==> src/rtl/ctrl_pipe_gen.sv <==
// ctrl_pipe_gen: control-word pipeline with per-stage stall/flush and mult/div hazard tracking
module ctrl_pipe_gen #(
    parameter int CW        = 12,
    parameter int STAGES    = 3,
    parameter int MD_CYCLES = 4,
    parameter int MD_BIT    = 10,
    parameter int HL_BIT    = 11
) (
    input  logic                 clk,
    input  logic                 reset,
    input  logic [CW-1:0]        ctl_d,
    input  logic                 valid_d,
    input  logic [STAGES-1:0]    stall,
    input  logic [STAGES-1:0]    flush,
    output logic [STAGES*CW-1:0] ctl_q,
    output logic [STAGES-1:0]    valid_q,
    output logic                 stall_req,
    output logic                 md_busy,
    output logic                 md_done
);
    localparam int CTW = $clog2(MD_CYCLES + 1);
    logic [STAGES-1:0][CW-1:0] stageWord;
    logic [STAGES-1:0]         effStall;
    logic [CTW-1:0]            mdCount;
    logic                      mdStart;
    for (genvar k = 0; k < STAGES; k++) begin : g_es
        assign effStall[k] = |stall[STAGES-1:k];
    end
    assign ctl_q     = stageWord;
    assign md_busy   = mdCount != '0;
    assign stall_req = valid_d & (ctl_d[MD_BIT] | ctl_d[HL_BIT]) & md_busy;
    assign mdStart   = valid_d & ctl_d[MD_BIT] & ~flush[0] & ~effStall[0] & ~stall_req;
    // stage registers: flush beats hold; a stage whose upstream holds takes a bubble
    always_ff @(posedge clk or negedge reset) begin
        if (!reset) begin
            stageWord <= '0;
            valid_q   <= '0;
        end else begin
            if (flush[0] | (~effStall[0] & stall_req)) begin
                stageWord[0] <= '0;
                valid_q[0]   <= 1'b0;
            end else if (!effStall[0]) begin
                stageWord[0] <= ctl_d;
                valid_q[0]   <= valid_d;
            end
            for (int k = 1; k < STAGES; k++) begin
                if (flush[k] | (~effStall[k] & effStall[k-1])) begin
                    stageWord[k] <= '0;
                    valid_q[k]   <= 1'b0;
                end else if (!effStall[k]) begin
                    stageWord[k] <= stageWord[k-1];
                    valid_q[k]   <= valid_q[k-1];
                end
            end
        end
    end
    // mult/div occupancy counter and completion pulse
    always_ff @(posedge clk or negedge reset) begin
        if (!reset) begin
            mdCount <= '0;
            md_done <= 1'b0;
        end else begin
            mdCount <= mdStart ? CTW'(MD_CYCLES) : (md_busy ? mdCount - CTW'(1) : mdCount);
            md_done <= mdCount == CTW'(1);
        end
    end
endmodule

==> config.mk <==
export PLATFORM = sky130hd
export DESIGN_NAME = ctrl_pipe_gen
export DESIGN_NICKNAME = d
export VERILOG_FILES = /design/src/rtl/ctrl_pipe_gen.sv
export SDC_FILE = /design/constraint.sdc
export NUM_CORES = 1
export LEC_CHECK = 0
export CAP_MARGIN = 20
export CORE_UTILIZATION = 47
export DETAILED_ROUTE_END_ITERATION = 10
export HOLD_SLACK_MARGIN = 0.08
export PLACE_DENSITY = 0.88
export REMOVE_ABC_BUFFERS = 1
export SLEW_MARGIN = 15
export SYNTH_ARGS = -nofsm -noshare
export SYNTH_HDL_FRONTEND = slang
export SYNTH_SLANG_ARGS = --single-unit
export TNS_END_PERCENT = 20
==> constraint.sdc <==
create_clock -name clk -period 3.8 [get_ports clk]
set_input_delay 0.38 -clock clk [delete_from_list [all_inputs] [get_ports clk]]
set_output_delay 0.38 -clock clk [all_outputs]
set_load 0.01 [all_outputs]
==> results_tabular.tex <==
\begin{tabular}{lr}
\hline
Metric & Value \\
\hline
\multicolumn{2}{l}{\textbf{Worst setup path}} \\
\quad Largest stage delay, worst path & 0.47 ns \\
\quad Number of cell instances on the worst register-to-register path & 6 \\
\quad Endpoint of the most critical register-to-register path & ctl\_q[7] \\
\quad Startpoint of the most critical register-to-register path & mdCount[0] \\
\quad Endpoint type of the worst setup path & output port \\
\quad Largest fanout of any net on the critical path & 6 \\
\quad Arrival time at the worst endpoint & 2.20 ns \\
\quad Highest-delay cell along the critical path & sky130\_fd\_sc\_hd\_\_clkdlybuf4s50\_1 \\
\quad Setup slack, reg-to-reg & 1.97 ns \\
\quad Series of cell instances along the critical path & inv\_1 > ha\_1 > nor2b\_1 > inv\_1 > and3\_1 > clkdlybuf4s50\_1 \\
\quad Worst setup path category & reg -> out \\
\quad Start point of the critical path & mdCount[0] \\
\quad Type of origin of the critical path & flip-flop \\
\quad Most used cell, CP & sky130\_fd\_sc\_hd\_\_inv\_1 \\
\quad Required time of the critical path & 3.42 ns \\
\multicolumn{2}{l}{\textbf{Synthesis}} \\
\quad Area of the mapped netlist & 1770 um2 \\
\quad Most numerous cell types in the synthesized netlist & sky130\_fd\_sc\_hd\_\_dfrtp\_1, sky130\_fd\_sc\_hd\_\_nand2\_1, sky130\_fd\_sc\_hd\_\_nor2\_1, sky130\_fd\_sc\_hd\_\_a21oi\_1 \\
\quad Total number of yosys warnings & 0 \\
\quad Fraction of the mapped netlist area in compound gates & 0.185 \\
\quad Distinct cell type count of the synthesized netlist & 20 \\
\quad Synthesized-area fraction occupied by adder cells & 0.0212 \\
\quad Part of the Yosys area used for sequential elements & 0.606 \\
\quad Number of enable-type register cells in the synthesized netlist & 0 \\
\quad Post-synthesis async set-or-reset flop share & 1.00 \\
\quad Post-Synth Simple-Gate Area & 0.157 \\
\quad Proportion of synthesized area in mux cells & 0 \\
\quad Ranking of synthesized cells by area & sky130\_fd\_sc\_hd\_\_dfrtp\_1, sky130\_fd\_sc\_hd\_\_a22o\_1, sky130\_fd\_sc\_hd\_\_a22oi\_1 \\
\quad Top-area cell type share of the netlist area & 0.606 \\
\quad Fraction of synthesized cell area in xor and xnor cells & 0 \\
\quad Gate count after technology mapping & 158 \\
\quad Cell type with the largest total area after synthesis & sky130\_fd\_sc\_hd\_\_dfrtp\_1 \\
\quad FF+latch count, synth & 43 \\
\quad Combinational family with the most area after synthesis & compound AO/OA/AOI/OAI gates \\
\quad Count leader, synth & sky130\_fd\_sc\_hd\_\_dfrtp\_1 \\
\quad Average cell area after synthesis & 11.2 um2 \\
\quad Top\_reg\_cell synth & sky130\_fd\_sc\_hd\_\_dfrtp\_1 \\
\multicolumn{2}{l}{\textbf{Timing}} \\
\quad Transition time of the tightest slew-check pin & 0.932 ns \\
\quad Achievable frequency & 0.388 GHz \\
\quad RSZ-0062 raised after global routing & no \\
\quad Final number of hold-violating endpoints & 0 \\
\quad Final count of pins violating max slew & 0 \\
\quad Portion of the clock cycle consumed by the worst path in the final layout & 0.678 \\
\quad Largest clock skew in the final design & 0.00563 ns \\
\quad Endpoints failing setup & 0 \\
\quad Shortest clock period the worst path allows after layout & 2.58 ns \\
\quad Sum of negative setup slack & 0 ns \\
\quad Worst relative slew slack & 0.378 \\
\multicolumn{2}{l}{\textbf{Route}} \\
\quad Detailed Route WL & 4260 um \\
\quad Remaining design rule violation count & 0 \\
\quad Detailed-routing iteration count for the pre-antenna-repair pass & 5 \\
\quad Detailed-route via count & 1493 \\
\quad Number of routed nets with antenna violations & 0 \\
\quad Via-per-instance ratio & 5.61 \\
\quad Routed length per instance & 16.0 um \\
\quad Drt initial violations & 104 \\
\multicolumn{2}{l}{\textbf{CTS}} \\
\quad Hold-fix buffers, CTS & 0 \\
\quad Clock root buffer & sky130\_fd\_sc\_hd\_\_clkbuf\_8 \\
\quad Clock latency reported for the late side of the worst-skew pair & 0.30 ns \\
\quad Clock Pin Slew Worst Setup and Hold Paths & 0.08 ns \\
\quad Count of buffers added by post-CTS timing repair for setup & 0 \\
\quad CTS H-tree depth & 2 \\
\quad Inserted Clock Buffers & 5 \\
\quad Max Root-Sink Buffers & 2 \\
\quad PostCTS Resize Cnt & 0 \\
\quad Number of sinks on the clock net & 43 \\
\quad Clock tree from TritonCTS & done \\
\multicolumn{2}{l}{\textbf{Placement}} \\
\quad Placement-stage cell area & 2410 um2 \\
\quad Number of input and output port buffers inserted & 62 \\
\quad Final RePlAce weighted congestion & 0.722 \\
\quad Final HPWL DP & 3130 um \\
\multicolumn{2}{l}{\textbf{Power}} \\
\quad Leakage power figure & 1.06 nW \\
\quad Power Dens Cells & 405 nW/um2 \\
\quad Maximum VDD drop & 0.340 mV \\
\multicolumn{2}{l}{\textbf{Global routing}} \\
\quad GRT met1 Usage & 0.310 \\
\quad Number of global-route vias before repair & 1417 \\
\quad Wire length of the first global-routing pass & 7020 um \\
\quad GRT busiest layer & met2 \\
\quad Grt ovf & 0 \\
\quad Met2 layer usage reported by global route & 0.370 \\
\quad Largest net degree at the start of global routing & 44 \\
\quad Met3 track utilization from global routing & 0.0670 \\
\quad Number of antenna violations at the first check in global routing & 0 \\
\quad Overall global routing resource usage & 0.234 \\
\multicolumn{2}{l}{\textbf{Min path}} \\
\quad Hold Path Class & in -> async \\
\multicolumn{2}{l}{\textbf{Floorplan}} \\
\quad X dimension of the die & 63.4 um \\
\quad Area inside the core boundary & 3470 um2 \\
\quad Height of the chip & 63.4 um \\
\quad Io pins & 63 \\
\quad Placement row count & 21 \\
\quad Initial core utilization & 0.512 \\
\quad Overall die area & 4020 um2 \\
\multicolumn{2}{l}{\textbf{Finish}} \\
\quad Final cell utilization of the core & 0.725 \\
\quad Layout cells sized above 1 & 0.0591 \\
\quad Total area of multi-input combinational cells & 646 um2 \\
\quad Fillers & 272 \\
\quad Area taken by flip-flops and latches & 1080 um2 \\
\quad Synth-to-Final Area Change & 41.7\% \\
\quad Area of all placed cells without fillers & 2510 um2 \\
\quad Number of nets in the layout & 243 \\
\quad Antenna fix cells & 0 \\
\multicolumn{2}{l}{\textbf{Status}} \\
\quad Outcome & finished, final reports clean \\
\multicolumn{2}{l}{\textbf{Flow run}} \\
\quad Max-cap violation count & 0 \\
\hline
\end{tabular}
critical path, delay by kind of cell, from the launching register on:
family                     cells  cell delay [ns]
and+or+nand+nor                2             0.53
buffers and inverters          3             0.79
adders and majority gates      1             0.18
DFF                            1             0.40
cell families after synthesis:
group	count (synthesis)
simple gates	55
compound gates	45
flops	43
buf+inv	12
fa+ha+maj	3
layout make-up:
| class | instances | area share |
|---|---|---|
| inverter | 3 | 0.00448 |
| timing repair buffer | 63 | 0.248 |
| sequential | 43 | 0.428 |
| multi-input combinational | 103 | 0.257 |
| clock buffer | 8 | 0.0398 |
| tap | 46 | 0.0229 |
routing by layer:
layer  vias up  share of wire
li1        685              -
met1       747           0.42
met2        56           0.50
met3         5          0.065
met4         0          0.013
met5         -              0
registers in the layout, summed over array words and instances, names as in the netlist:
signal / count
ctl_q: 36
md_done: 1
valid_q: 3
mdCount: 3
report_power, final:
group | internal (W) | switching [W] | total [W] | leakage [nW]
clock | 0.000166 | 0.000148 | 0.000314 | 0.0515
combinational | 0.0000955 | 0.000103 | 0.000199 | 0.416
sequential | 0.000485 | 0.0000195 | 0.000505 | 0.592
total | 0.000747 | 0.000271 | 0.00102 | 1.06
layout by cell type (no fill, tap or decap), drive strengths merged:
master,Yosys,layout
buf,1,2
clkdlybuf4s50,0,61
nand2,17,17
nor2b,3,3
or2,2,2
a22oi,13,13
nor3,1,1
a22o,13,13
inv,3,3
o21ai,1,1
a221o,1,1
a21oi,15,15
and3,1,1
clkbuf,8,8
ha,3,3
o22ai,1,1
dfrtp,43,43
nand3b,13,13
a31oi,1,1
or4,1,1
nor2,17,17
per-stage QoR:
stage                     worst slack, ns  total power (W)  hold WS [ns]  cells
after floorplan                      2.14         0.000611        0.0844    149
after global placement               1.37         0.000702         0.484    258
after detailed placement             1.25         0.000711         0.460    258
after CTS                            1.22          0.00103         0.241    266
after global routing                 1.06          0.00107         0.286    266
final                                1.22          0.00102         0.219    266
worst max-delay path by stage:
stage	end	slack (ns)
after floorplan	stall_req	2.14
after global placement	ctl_q[19]	1.37
after detailed placement	ctl_q[15]	1.25
after CTS	stall_req	1.22
after global routing	stall_req	1.06
final	stall_req	1.22
Note: power is estimated with default switching activity, not from simulation.
